## config.mk

```make
export PLATFORM = sky130hd
export DESIGN_NAME = uart_echo_fifo
export DESIGN_NICKNAME = d
export VERILOG_FILES = /design/src/rtl/uart_echo_fifo.sv
export SDC_FILE = /design/constraint.sdc
export NUM_CORES = 1
export LEC_CHECK = 0
export CAP_MARGIN = 20
export CORE_ASPECT_RATIO = 1.1
export CORE_MARGIN = 3
export CORE_UTILIZATION = 57
export CTS_BUF_LIST = sky130_fd_sc_hd__clkbuf_4 sky130_fd_sc_hd__clkbuf_8
export DETAILED_ROUTE_END_ITERATION = 8
export PLACE_DENSITY = 0.73
export RECOVER_POWER = 100
export SYNTH_ARGS = -nofsm -noshare
export SYNTH_HDL_FRONTEND = slang
export SYNTH_SLANG_ARGS = --single-unit
```

## constraint.sdc

```tcl
create_clock -name clk_25mhz -period 2.94 [get_ports clk_25mhz]
set_input_delay 0.294 -clock clk_25mhz [delete_from_list [all_inputs] [get_ports clk_25mhz]]
set_output_delay 0.294 -clock clk_25mhz [all_outputs]
set_load 0.005 [all_outputs]
```

## src/rtl/uart_echo_fifo.sv

```systemverilog
// UART echo buffer: received bytes are queued in a circular FIFO and replayed to the transmitter.
// Optional `ECHO_CRLF_EN: a received CR is stored as CR followed by LF in a single cycle.
module uart_echo_fifo #(
    parameter int unsigned DEPTH_LOG2 = 4,
    parameter int unsigned LED_MODE   = 0
) (
    input  logic                  clk_25mhz,
    input  logic                  rst_n,
    input  logic [7:0]            rx_data,
    input  logic                  rx_ready,
    input  logic                  tx_busy,
    output logic                  tx_start,
    output logic [7:0]            tx_data,
    output logic [7:0]            led,
    output logic [DEPTH_LOG2:0]   level,
    output logic                  overflow,
    output logic [7:0]            drop_cnt
);

    localparam int unsigned     PtrW   = DEPTH_LOG2 + 1;
    localparam int unsigned     Depth  = 1 << DEPTH_LOG2;
    localparam logic [PtrW-1:0] PtrOne = PtrW'(1);

    typedef enum logic [1:0] {StIdle, StHold, StWait} tx_state_e;

    tx_state_e state_q, state_d;

    logic [7:0]            mem [Depth];
    logic [PtrW-1:0]       wr_ptr_q, wr_ptr_d;
    logic [PtrW-1:0]       rd_ptr_q, rd_ptr_d;
    logic [PtrW-1:0]       level_q;
    logic [DEPTH_LOG2-1:0] wr_idx, rd_idx;
    logic                  full, empty;
    logic                  push, drop, pop;
    logic                  tx_start_q, tx_start_d;
    logic [7:0]            tx_data_q;
    logic [7:0]            last_rx_q;
    logic [7:0]            drop_cnt_q;
    logic                  overflow_q;

    assign wr_idx = wr_ptr_q[DEPTH_LOG2-1:0];
    assign rd_idx = rd_ptr_q[DEPTH_LOG2-1:0];
    assign full   = (wr_ptr_q[PtrW-1] != rd_ptr_q[PtrW-1]) && (wr_idx == rd_idx);
    assign empty  = (wr_ptr_q == rd_ptr_q);

`ifdef ECHO_CRLF_EN
    localparam logic [PtrW-1:0] PtrTwo     = PtrW'(2);
    localparam logic [PtrW-1:0] CrlfMaxLvl = PtrW'(Depth - 1);

    logic                  is_cr;
    logic                  crlf_room;
    logic [DEPTH_LOG2-1:0] wr_idx_inc;

    assign is_cr      = (rx_data == 8'h0D);
    // CR+LF needs two free entries; otherwise the pair is dropped as one event
    assign crlf_room  = (level_q < CrlfMaxLvl);
    assign wr_idx_inc = wr_idx + DEPTH_LOG2'(1);
    assign push       = rx_ready && (is_cr ? crlf_room : !full);
`else
    assign push       = rx_ready && !full;
`endif

    assign drop = rx_ready && !push;

    always_comb begin
        wr_ptr_d = wr_ptr_q;
        if (push) begin
`ifdef ECHO_CRLF_EN
            wr_ptr_d = wr_ptr_q + (is_cr ? PtrTwo : PtrOne);
`else
            wr_ptr_d = wr_ptr_q + PtrOne;
`endif
        end
    end

    assign rd_ptr_d = pop ? (rd_ptr_q + PtrOne) : rd_ptr_q;

    // Storage is deliberately not reset; equal pointers make stale data unreachable
    always_ff @(posedge clk_25mhz) begin
        if (push) begin
            mem[wr_idx] <= rx_data;
`ifdef ECHO_CRLF_EN
            if (is_cr) begin
                mem[wr_idx_inc] <= 8'h0A;
            end
`endif
        end
    end

    always_ff @(posedge clk_25mhz or negedge rst_n) begin
        if (!rst_n) begin
            state_q <= StIdle;
        end else begin
            state_q <= state_d;
        end
    end

    always_comb begin
        state_d = state_q;
        unique case (state_q)
            StIdle:  if (!empty && !tx_busy) state_d = StHold;
            StHold:  state_d = StWait;
            StWait:  if (!tx_busy) state_d = StIdle;
            default: state_d = StIdle;
        endcase
    end

    // Emptiness is taken at cycle start, so a byte pushed this cycle cannot be popped yet
    always_comb begin
        pop        = (state_q == StIdle) && !empty && !tx_busy;
        tx_start_d = pop;
    end

    always_ff @(posedge clk_25mhz or negedge rst_n) begin
        if (!rst_n) begin
            wr_ptr_q   <= '0;
            rd_ptr_q   <= '0;
            level_q    <= '0;
            tx_start_q <= 1'b0;
            tx_data_q  <= 8'h00;
            last_rx_q  <= 8'h00;
            overflow_q <= 1'b0;
            drop_cnt_q <= 8'h00;
        end else begin
            wr_ptr_q   <= wr_ptr_d;
            rd_ptr_q   <= rd_ptr_d;
            level_q    <= wr_ptr_d - rd_ptr_d;
            tx_start_q <= tx_start_d;
            if (pop) begin
                tx_data_q <= mem[rd_idx];
            end
            if (rx_ready) begin
                last_rx_q <= rx_data;
            end
            if (drop) begin
                overflow_q <= 1'b1;
                if (drop_cnt_q != 8'hFF) begin
                    drop_cnt_q <= drop_cnt_q + 8'd1;
                end
            end
        end
    end

    generate
        if (LED_MODE == 1) begin : g_led_level
            if (PtrW >= 8) begin : g_trunc
                assign led = level_q[7:0];
            end else begin : g_ext
                assign led = {{(8 - PtrW){1'b0}}, level_q};
            end
        end else begin : g_led_last
            assign led = last_rx_q;
        end
    endgenerate

    assign tx_start = tx_start_q;
    assign tx_data  = tx_data_q;
    assign level    = level_q;
    assign overflow = overflow_q;
    assign drop_cnt = drop_cnt_q;

endmodule
```

==> results of run 1 <==
[worst max-delay path, cell delays in order (launching register included)]
cell and delay (ps):
dfrtp_1 480, xnor2_2 210, nand4_4 180, o21ai_2 200, inv_1 120, mux2i_1 240, inv_1 120, fa_1 460
inv_1 70, a21o_1 100, a21oi_1 60, xor2_1 170, xnor2_1 130
[cell usage in the layout, fill, tap and decap left out, types with 3 or more instances in the layout]
master	n
nor2_1	10
nor4b_1	3
mux4_2	32
edfxtp_1	128
clkbuf_8	17
mux2_2	9
a21o_1	11
a22oi_1	16
dlygate4sd3_1	40
xor2_1	10
a21oi_1	11
inv_6	3
nand2_1	4
xnor2_1	13
inv_1	13
and3_1	9
ha_1	10
clkbuf_1	9
dfrtp_1	43
clkinv_4	4
and4_1	3
clkinv_1	3
nand4_1	7
buf_4	8
[synth_stat cells, types with 3 or more instances]
master	instances
and4_1	3
nand2_1	4
a22oi_1	16
nand4_1	7
a21o_1	11
edfxtp_1	128
and3_1	9
clkbuf_1	5
xor2_1	10
mux2_2	10
a21oi_1	11
mux4_2	32
buf_1	4
inv_1	12
ha_1	10
nor2_1	10
nor4b_1	3
xnor2_1	13
buf_2	5
dfrtp_1	43
[registers in the layout, summed over array words and instances (netlist names)]
name / count
rd_ptr_q: 5
led: 8
level: 5
overflow: 1
wr_ptr_q: 5
drop_cnt: 8
tx_data: 8
mem: 128
tx_start: 1
state_q: 2
[area by class of cell]
type	instances	area (um2)	share of cell area [%]
Clock inverter	14	145	1.83
Tap cell	150	188	2.37
Timing Repair Buffer	60	522	6.58
Inverter	13	48.8	0.616
Sequential cell	171	4920	62.1
Multi-Input combinational cell	171	1860	23.5
Clock buffer	18	241	3.05
[cells by family after synthesis]
logic type      count (synthesis)  share of synthesized area [%]
mux                            44                           12.3
flops                         171                           70.9
fa+ha+maj                      11                           2.09
xor+xnor                       27                           4.17
simple gates                   49                           4.58
compound gates                 40                           3.97
buf+inv                        30                           1.98
[worst max-delay path by stage]
stage | from | end | slack (ps) | cells past startpoint
after floorplan | rd_ptr_q[2]$_DFF_PN0_ | level[4]$_DFF_PN0_ | 230 | 13
after global placement | tx_busy | level[4]$_DFF_PN0_ | 300 | 12
after detailed placement | tx_busy | level[4]$_DFF_PN0_ | 210 | 12
after CTS | wr_ptr_q[1]$_DFF_PN0_ | level[4]$_DFF_PN0_ | 300 | 12
after global routing | wr_ptr_q[1]$_DFF_PN0_ | level[4]$_DFF_PN0_ | 50 | 12
final | wr_ptr_q[1]$_DFF_PN0_ | level[4]$_DFF_PN0_ | 300 | 12
[stage by stage]
| stage | total power, mW | std cells |
|---|---|---|
| after floorplan | 5.22 | 372 |
| after global placement | 6.06 | 564 |
| after detailed placement | 6.12 | 564 |
| after CTS | 7.71 | 597 |
| after global routing | 8.01 | 597 |
| final | 7.56 | 597 |
[routing by layer]
layer	global-route usage (%)	wire (um)
met2	30.4	6070
met1	30.5	5720
met3	4.67	784
met5	0	0
met4	7.60	268
[power breakdown]
part / internal [mW] / switching, mW
Combinational: 1.31 / 1.40
Clock: 0.767 / 0.837
Sequential: 3.01 / 0.224
[what timing repair did]
item	4_1_cts	5_1_grt
endpoints found under the hold margin	32	0
hold buffers	1	0
gates resized for setup	0	0
==> flow_summary.toml, run 1 <==
[logic_synthesis]
synth_edf_count = 128
seq_area_frac_synth_pct = 70.9
ys_ff_latch = 171
yosys_warnings = 0
synth_area_leaders = "edfxtp_1 (55%), dfrtp_1 (16%), mux4_2 (10%)"
synth_top_cell_by_area = "edfxtp_1"
synth.distinct_cells = 37
synth_top_area_share_pct = 55.4
avgSynthCellArea_um2 = 18.7
synthesis.nets = 395
syn_inst = 372
synth_area_um2 = 6940
ys.flop_type = "edfxtp_1"
async_flop_share_pct = 25.1

[worst_setup_path]
r2r-end = "level[4]$_DFF_PN0_"
endpoint_kind = "flip-flop"
arrival_ps = 2970
rrSetupSlack_ps = 300
worstPathRequired_ps = 3270
critPathLaunchType = "flip-flop"
crit_fanout = 6
reg2reg_from = "wr_ptr_q[1]$_DFF_PN0_"
r2r_cells = 12
worstSetupPathType = "flip-flop to flip-flop"

[power_and_ir_drop]
ir_drop_v = 0.000461
power.density_nw_per_um2 = 953
p_leak_nw = 2.91

[timing]
maxSlewViolCount = 34
maxSlewHeadroom_pct = -23.1
rsz0062_at_grt = "false"
final_hold_viol_count = 0
setup_tns_ps = 0
fmax_mhz = 379
tightestPinTransition_ps = 1850
fin_crit_sh_pct = 89.8
fin_skew_ps = 12.1
setup_viol = 0
hold_slack_ps = 424
fin_ws_ps = 299
min_period_ps = 2640

[global_routing]
grt_max_degree = 37
grt_antenna_before_repair = 0
grtUsageTotal_pct = 20.5
grt_pass1_wl_mm = 20.7
grt_overflow_total = 0
grt_pass1_vias = 3587

[route]
drc = 0
wl_per_cell_um = 21.5
dr.pass1.iters = 5
routed_wl_mm = 12.8
drt_first_iter_violations = 192
route.vias.total = 3488
ant_nets = 0
vias_per_cell = 5.84

[floorplanning]
core_area_um2 = 11700
io_pins = 43
row_count = 41
die_h_um = 122
initial_core_util_pct = 59.3
die_area_um2 = 13500
die_w_um = 111

[place]
gp_congestion = 0.769
io_buffers = 42
pre_cts_slack_ps = 207
placed_cell_area_um2 = 7580
dp_hpwl_mm = 8.33

[cells_and_area]
fin_util_pct = 67.8
antenna_cells = 0
final_layout_size_suffix_gt1_share_pct = 19.7
fin_area_um2 = 7930
nFillCells = 814
synthToLayoutAreaGrowth_pct = 14.2
fin_nets = 457

[clock_network]
post_cts_buffers = 0
h-tree-depth = 4
clkTransAtPathRegs_ps = 90
cts_buffers = 17
cts.path.max_buffers = 2
cts_sinks = 171
clk_latency_ps = 440
clock-root-buffer = "clkbuf_8"
cts_tree = "built"

[run_status]
violations = "capacitance limit, slew limit"
status = "finished, violations left"

[hold_path]
min_path_type = "input pin to flip-flop"
hold_path_end = "state_q[1]$_DFFE_PN0P_"
min_path_cells = 3
min_from = "tx_busy"

[job]
drv_cap = 1
(Power assumes the default switching activity.)
==> run 2: changes to the inputs <==
--- a/config.mk
+++ b/config.mk
@@ -7,7 +7,6 @@
 export LEC_CHECK = 0
 export CAP_MARGIN = 20
 export CORE_ASPECT_RATIO = 1.1
-export CORE_MARGIN = 3
 export CORE_UTILIZATION = 57
 export CTS_BUF_LIST = sky130_fd_sc_hd__clkbuf_4 sky130_fd_sc_hd__clkbuf_8
 export DETAILED_ROUTE_END_ITERATION = 8
==> flow_summary.toml, run 2 (synthesis gave the netlist of run 1 again) <==
[clock_network]
clk_latency_ps = 430
clock-root-buffer = "clkbuf_8"
h-tree-depth = 4
cts.path.max_buffers = 2
cts_buffers = 17
post_cts_buffers = 0
cts_sinks = 171
cts_tree = "built"
clkTransAtPathRegs_ps = 80

[cells_and_area]
stdcell_count = 596
antenna_cells = 0
nFillCells = 782
largest_register_ffs = 128
final_cell_mix = "edfxtp_1 (128), dfrtp_1 (43), dlygate4sd3_1 (40)"
mostFrequentLayoutCell = "edfxtp_1"
final_layout_size_suffix_gt1_share_pct = 19.3
fin_nets = 456
largest-register = "mem"
synthToLayoutAreaGrowth_pct = 13.7

[route]
dr_wl_met2_mm = 6.21
drc = 0
wl_per_cell_um = 20.3
ant_nets = 0
wl_met1_mm = 5.14
drt_first_iter_violations = 124
vias_per_cell = 5.80
dr.pass1.iters = 4
route.met3.wl_um = 610
routed.top_layer = "met4"
routed_wl_mm = 12.1
route.vias.total = 3458

[timing]
fmax_mhz = 375
final_hold_viol_count = 0
maxSlewHeadroom_pct = -28.8
maxSlewViolCount = 35
fin_skew_ps = 12.5
setup_tns_ps = 0
rsz0062_at_grt = "false"
min_period_ps = 2670
tightestPinTransition_ps = 1930
hold_slack_ps = 450
fin_crit_sh_pct = 90.7
setup_viol = 0

[floorplanning]
core_area_um2 = 11600
initial_core_util_pct = 59.6
die_area_um2 = 12600
die_w_um = 107
row_count = 41
io_pins = 43
die_h_um = 118

[job]
drv_cap = 1

[power_and_ir_drop]
power.density_nw_per_um2 = 936
ir_drop_v = 0.000523
total_power_mw = 7.38
p_leak_nw = 2.89

[place]
io_buffers = 42
gp_congestion = 0.737
post-place-cells = 563
dp_hpwl_mm = 8.12

[worst_setup_path]
crit_family = "XOR/XNOR gates"
crit_chain = "xnor2_2, nand4_4, o21ai_2, inv_1, mux2i_1, inv_1, fa_1, inv_1, a21o_1, a21oi_1, xor2_1, xnor2_1"
timing.critical_path.mode_cell = "inv_1"
cp_slowest_stage_delay_ps = 470
cpMaxStageDelayCell = "dfrtp_1"
critPathLaunchType = "flip-flop"
cp-startpoint = "wr_ptr_q[1]$_DFF_PN0_"
crit_buf_inv = 3
worstSetupPathType = "flip-flop to flip-flop"
r2r_cells = 12
r2r-end = "level[4]$_DFF_PN0_"
cp.depth = 12
worstPathRequired_ps = 3250
rrSetupSlack_ps = 270
endpoint_kind = "flip-flop"
crit_fanout = 6
arrival_ps = 2970
reg2reg_from = "wr_ptr_q[1]$_DFF_PN0_"

[hold_path]
min_path_type = "input pin to flip-flop"
min_path_cells = 3
min_from = "tx_busy"
hold_path_end = "state_q[1]$_DFFE_PN0P_"

[global_routing]
grt_antenna_before_repair = 0
grt_pass1_wl_mm = 19.5
grt_max_degree = 37
grt_overflow_total = 0
grtUsageTotal_pct = 21.3
grt_pass1_vias = 3738

[run_status]
violations = "capacitance limit, slew limit"
status = "finished, violations left"
run 2: cell type report:
cell class | instances | area [um2] | area share (%)
Multi-Input combinational cell | 171 | 1860 | 23.5
Clock buffer | 21 | 264 | 3.35
Clock inverter | 11 | 96.3 | 1.22
Tap cell | 150 | 188 | 2.38
Timing Repair Buffer | 59 | 514 | 6.52
Sequential cell | 171 | 4920 | 62.4
Inverter | 13 | 48.8 | 0.619
run 2: worst max-delay path by stage:
stage	slack (ps)	end
floorplan	230	level[4]$_DFF_PN0_
global placement	270	level[4]$_DFF_PN0_
detailed placement	220	level[4]$_DFF_PN0_
CTS	260	level[4]$_DFF_PN0_
global route	60	level[4]$_DFF_PN0_
finish	270	level[4]$_DFF_PN0_
run 2: what timing repair did:
item                                    CTS  global route
hold endpoints to repair                 33             0
endpoints found under the setup margin    0             0
hold buffers                              1             0
gates resized for setup                   0             0
run 2: stage by stage:
step,utilization (%),setup WS (ps),instance area (um2)
4_1_cts,68.2,255,7940
2_1_floorplan,-,229,6940
6_report,67.7,274,7890
5_1_grt,67.7,55.3,7890
3_3_place_gp,65.0,268,7570
3_5_place_dp,65.0,222,7570
run 2: worst register-to-register path: stages, from the launching register on:
cell and delay [ps]:
dfrtp_1 470, xnor2_2 210, nand4_4 180, o21ai_2 220
inv_1 130, mux2i_1 220, inv_1 110, fa_1 460
inv_1 70, a21o_1 110, a21oi_1 70, xor2_1 170
xnor2_1 130
run 2: metal layers:
layer	global-route usage [%]	up-vias
met2	34.4	93
met5	0	-
met4	8.48	0
met1	28.2	1772
met3	4.65	7
li1	-	1586
run 2: power breakdown:
part / total, mW / switching, mW / internal, mW
Sequential: 3.23 / 0.219 / 3.01
Clock: 1.49 / 0.782 / 0.704
Combinational: 2.67 / 1.37 / 1.30
==> run 3: changes to the inputs <==
--- a/config.mk
+++ b/config.mk
@@ -5,13 +5,17 @@
 export SDC_FILE = /design/constraint.sdc
 export NUM_CORES = 1
 export LEC_CHECK = 0
+export ABC_AREA = 1
 export CAP_MARGIN = 20
+export CELL_PAD_IN_SITES_DETAIL_PLACEMENT = 1
+export CELL_PAD_IN_SITES_GLOBAL_PLACEMENT = 1
 export CORE_ASPECT_RATIO = 1.1
-export CORE_UTILIZATION = 57
+export CORE_UTILIZATION = 50
 export CTS_BUF_LIST = sky130_fd_sc_hd__clkbuf_4 sky130_fd_sc_hd__clkbuf_8
 export DETAILED_ROUTE_END_ITERATION = 8
-export PLACE_DENSITY = 0.73
+export PLACE_DENSITY = 0.78
 export RECOVER_POWER = 100
+export SKIP_CTS_REPAIR_TIMING = 1
 export SYNTH_ARGS = -nofsm -noshare
 export SYNTH_HDL_FRONTEND = slang
 export SYNTH_SLANG_ARGS = --single-unit
==> flow_summary.toml, run 3 <==
[run_status]
status = "completed"

[timing]
fmax_mhz = 371
min_period_ps = 2690
maxSlewHeadroom_pct = 20.9
setup_tns_ps = 0
final_hold_viol_count = 0
maxSlewViolCount = 0
tightestPinTransition_ps = 1190
rsz0062_at_grt = "false"
setup_viol = 0
fin_crit_sh_pct = 91.6
hold_slack_ps = 484
fin_ws_ps = 247
fin_skew_ps = 10.8

[clock_network]
clk_latency_ps = 460
clkTransAtPathRegs_ps = 80
cts.path.max_buffers = 2
h-tree-depth = 4
clock-root-buffer = "clkbuf_8"
cts_buffers = 17
cts_tree = "built"
cts_sinks = 171

[floorplanning]
initial_core_util_pct = 51.5
die_area_um2 = 14800
die_h_um = 127
die_w_um = 116
row_count = 45
io_pins = 43
core_area_um2 = 13900

[worst_setup_path]
worstPathRequired_ps = 3300
arrival_ps = 3050
r2r_cells = 11
crit_fanout = 51
worstSetupPathType = "flip-flop to flip-flop"
endpoint_kind = "flip-flop"
critPathLaunchType = "flip-flop"

[global_routing]
use_met1_pct = 32.1
grt_antenna_before_repair = 0
use_met3_pct = 4.55
grt-busiest-layer = "met2"
grtUsageTotal_pct = 26.3
grt_pass1_vias = 5237
grt_max_degree = 65
grt_pass1_wl_mm = 28.0
grt_overflow_total = 0
met2_usage_pct = 45.9

[cells_and_area]
multi_input_area_um2 = 1890
largest-register = "mem"
nFillCells = 1487
final_layout_size_suffix_gt1_share_pct = 8.49
stdcell_count = 871
mostFrequentLayoutCell = "edfxtp_1"
area.sequential_um2 = 4920
largest_register_ffs = 128
fin_area_um2 = 8160
antenna_cells = 0
final_cell_mix = "edfxtp_1 (128), nor2_1 (105), nand2_1 (91)"
fin_nets = 693
fin_util_pct = 58.9
synthToLayoutAreaGrowth_pct = 14.3

[power_and_ir_drop]
total_power_mw = 7.87
p_leak_nw = 3.10
power.density_nw_per_um2 = 965
ir_drop_v = 0.000445

[logic_synthesis]
yosys_warnings = 0
async_flop_share_pct = 25.1
synth_edf_count = 128
avgSynthCellArea_um2 = 11.7
syn_inst = 611
synth_area_um2 = 7140
ys_ff_latch = 171
ys.flop_type = "edfxtp_1"
seq_area_frac_synth_pct = 68.9
synth.most_common_cell = "edfxtp_1"
synth_area_leaders = "edfxtp_1 (54%), dfrtp_1 (15%), nor2_1 (5.5%)"
synth_top_area_share_pct = 53.8
synth_commonest_cells = "edfxtp_1 (128), nor2_1 (104), nand2_1 (89)"
synth.distinct_cells = 35
synth_top_cell_by_area = "edfxtp_1"
synthesis.nets = 634

[hold_path]
min_path_cells = 3
min_path_type = "input pin to flip-flop"

[place]
dp_hpwl_mm = 12.0
post-place-cells = 836
gp_congestion = 0.820
pre_cts_slack_ps = 147
placed_cell_area_um2 = 7830
io_buffers = 42

[route]
ant_nets = 0
vias_per_cell = 5.50
drc = 0
wl_per_cell_um = 20.4
dr.pass1.iters = 5
routed_wl_mm = 17.8
drt_first_iter_violations = 311
route.vias.total = 4792

[job]
drv_cap = 0
-- run 3: changes by cell type after synthesis, moves of 11 or more --
cell	before	now
o21ai_0	0	58
o21ai_1	0	11
nand3_1	2	21
a22oi_1	16	0
inv_1	12	32
nor2_1	10	104
mux4_2	32	0
nand2_1	4	89
o22ai_1	0	21
-- run 3: area by class of cell --
| type | count | area share [%] |
|---|---|---|
| flip-flops and latches | 171 | 60.3 |
| multi-input cells | 373 | 23.1 |
| repair buffers | 68 | 6.87 |
| clock buffers | 20 | 3.22 |
| well taps | 188 | 2.88 |
| clock inverters | 12 | 1.81 |
| inverters | 39 | 1.79 |
-- run 3: logic make-up after synthesis --
logic type               synth area share [%]
AO/OA/AOI/OAI                            9.45
adder cells (fa/ha/maj)                  2.03
buffers and inverters                    3.93
AND/OR/NAND/NOR                          13.5
XOR/XNOR                                 2.19
flip-flops                               68.9
-- run 3: worst paths after layout --
check	start	end	slack (ps)
max	rd_ptr_q[0]$_DFF_PN0_	level[4]$_DFF_PN0_	250
min	tx_busy	state_q[1]$_DFFE_PN0P_	480
max reg2reg	rd_ptr_q[0]$_DFF_PN0_	level[4]$_DFF_PN0_	250
min reg2reg	overflow$_DFFE_PN0P_	overflow$_DFFE_PN0P_	490
max in group asynchronous	rst_n	led[1]$_DFFE_PN0P_	1070
min in group asynchronous	rst_n	tx_data[4]$_DFFE_PN0N_	590
-- run 3: power breakdown --
| part | total, mW | leakage [nW] | switching (mW) | internal, mW |
|---|---|---|---|---|
| Clock | 1.70 | 0.201 | 0.826 | 0.875 |
| Combinational | 2.96 | 1.23 | 1.90 | 1.06 |
| Sequential | 3.21 | 1.67 | 0.210 | 3.00 |
-- run 3: worst max-delay path, cell delays in order, from the launching register on --
cell,delay (ps)
dfrtp_2,420
buf_4,480
ha_1,320
o21ai_0,270
inv_1,140
fa_1,470
inv_1,70
a31oi_1,100
inv_1,70
nand3_1,100
nand3_1,100
nand2_1,50
-- run 3: per-layer routing --
layer / share of wire [%] / up-vias
met4: 2.3 / 0
li1: - / 2237
met3: 3.2 / 29
met2: 53 / 98
met5: 0 / -
met1: 41 / 2428
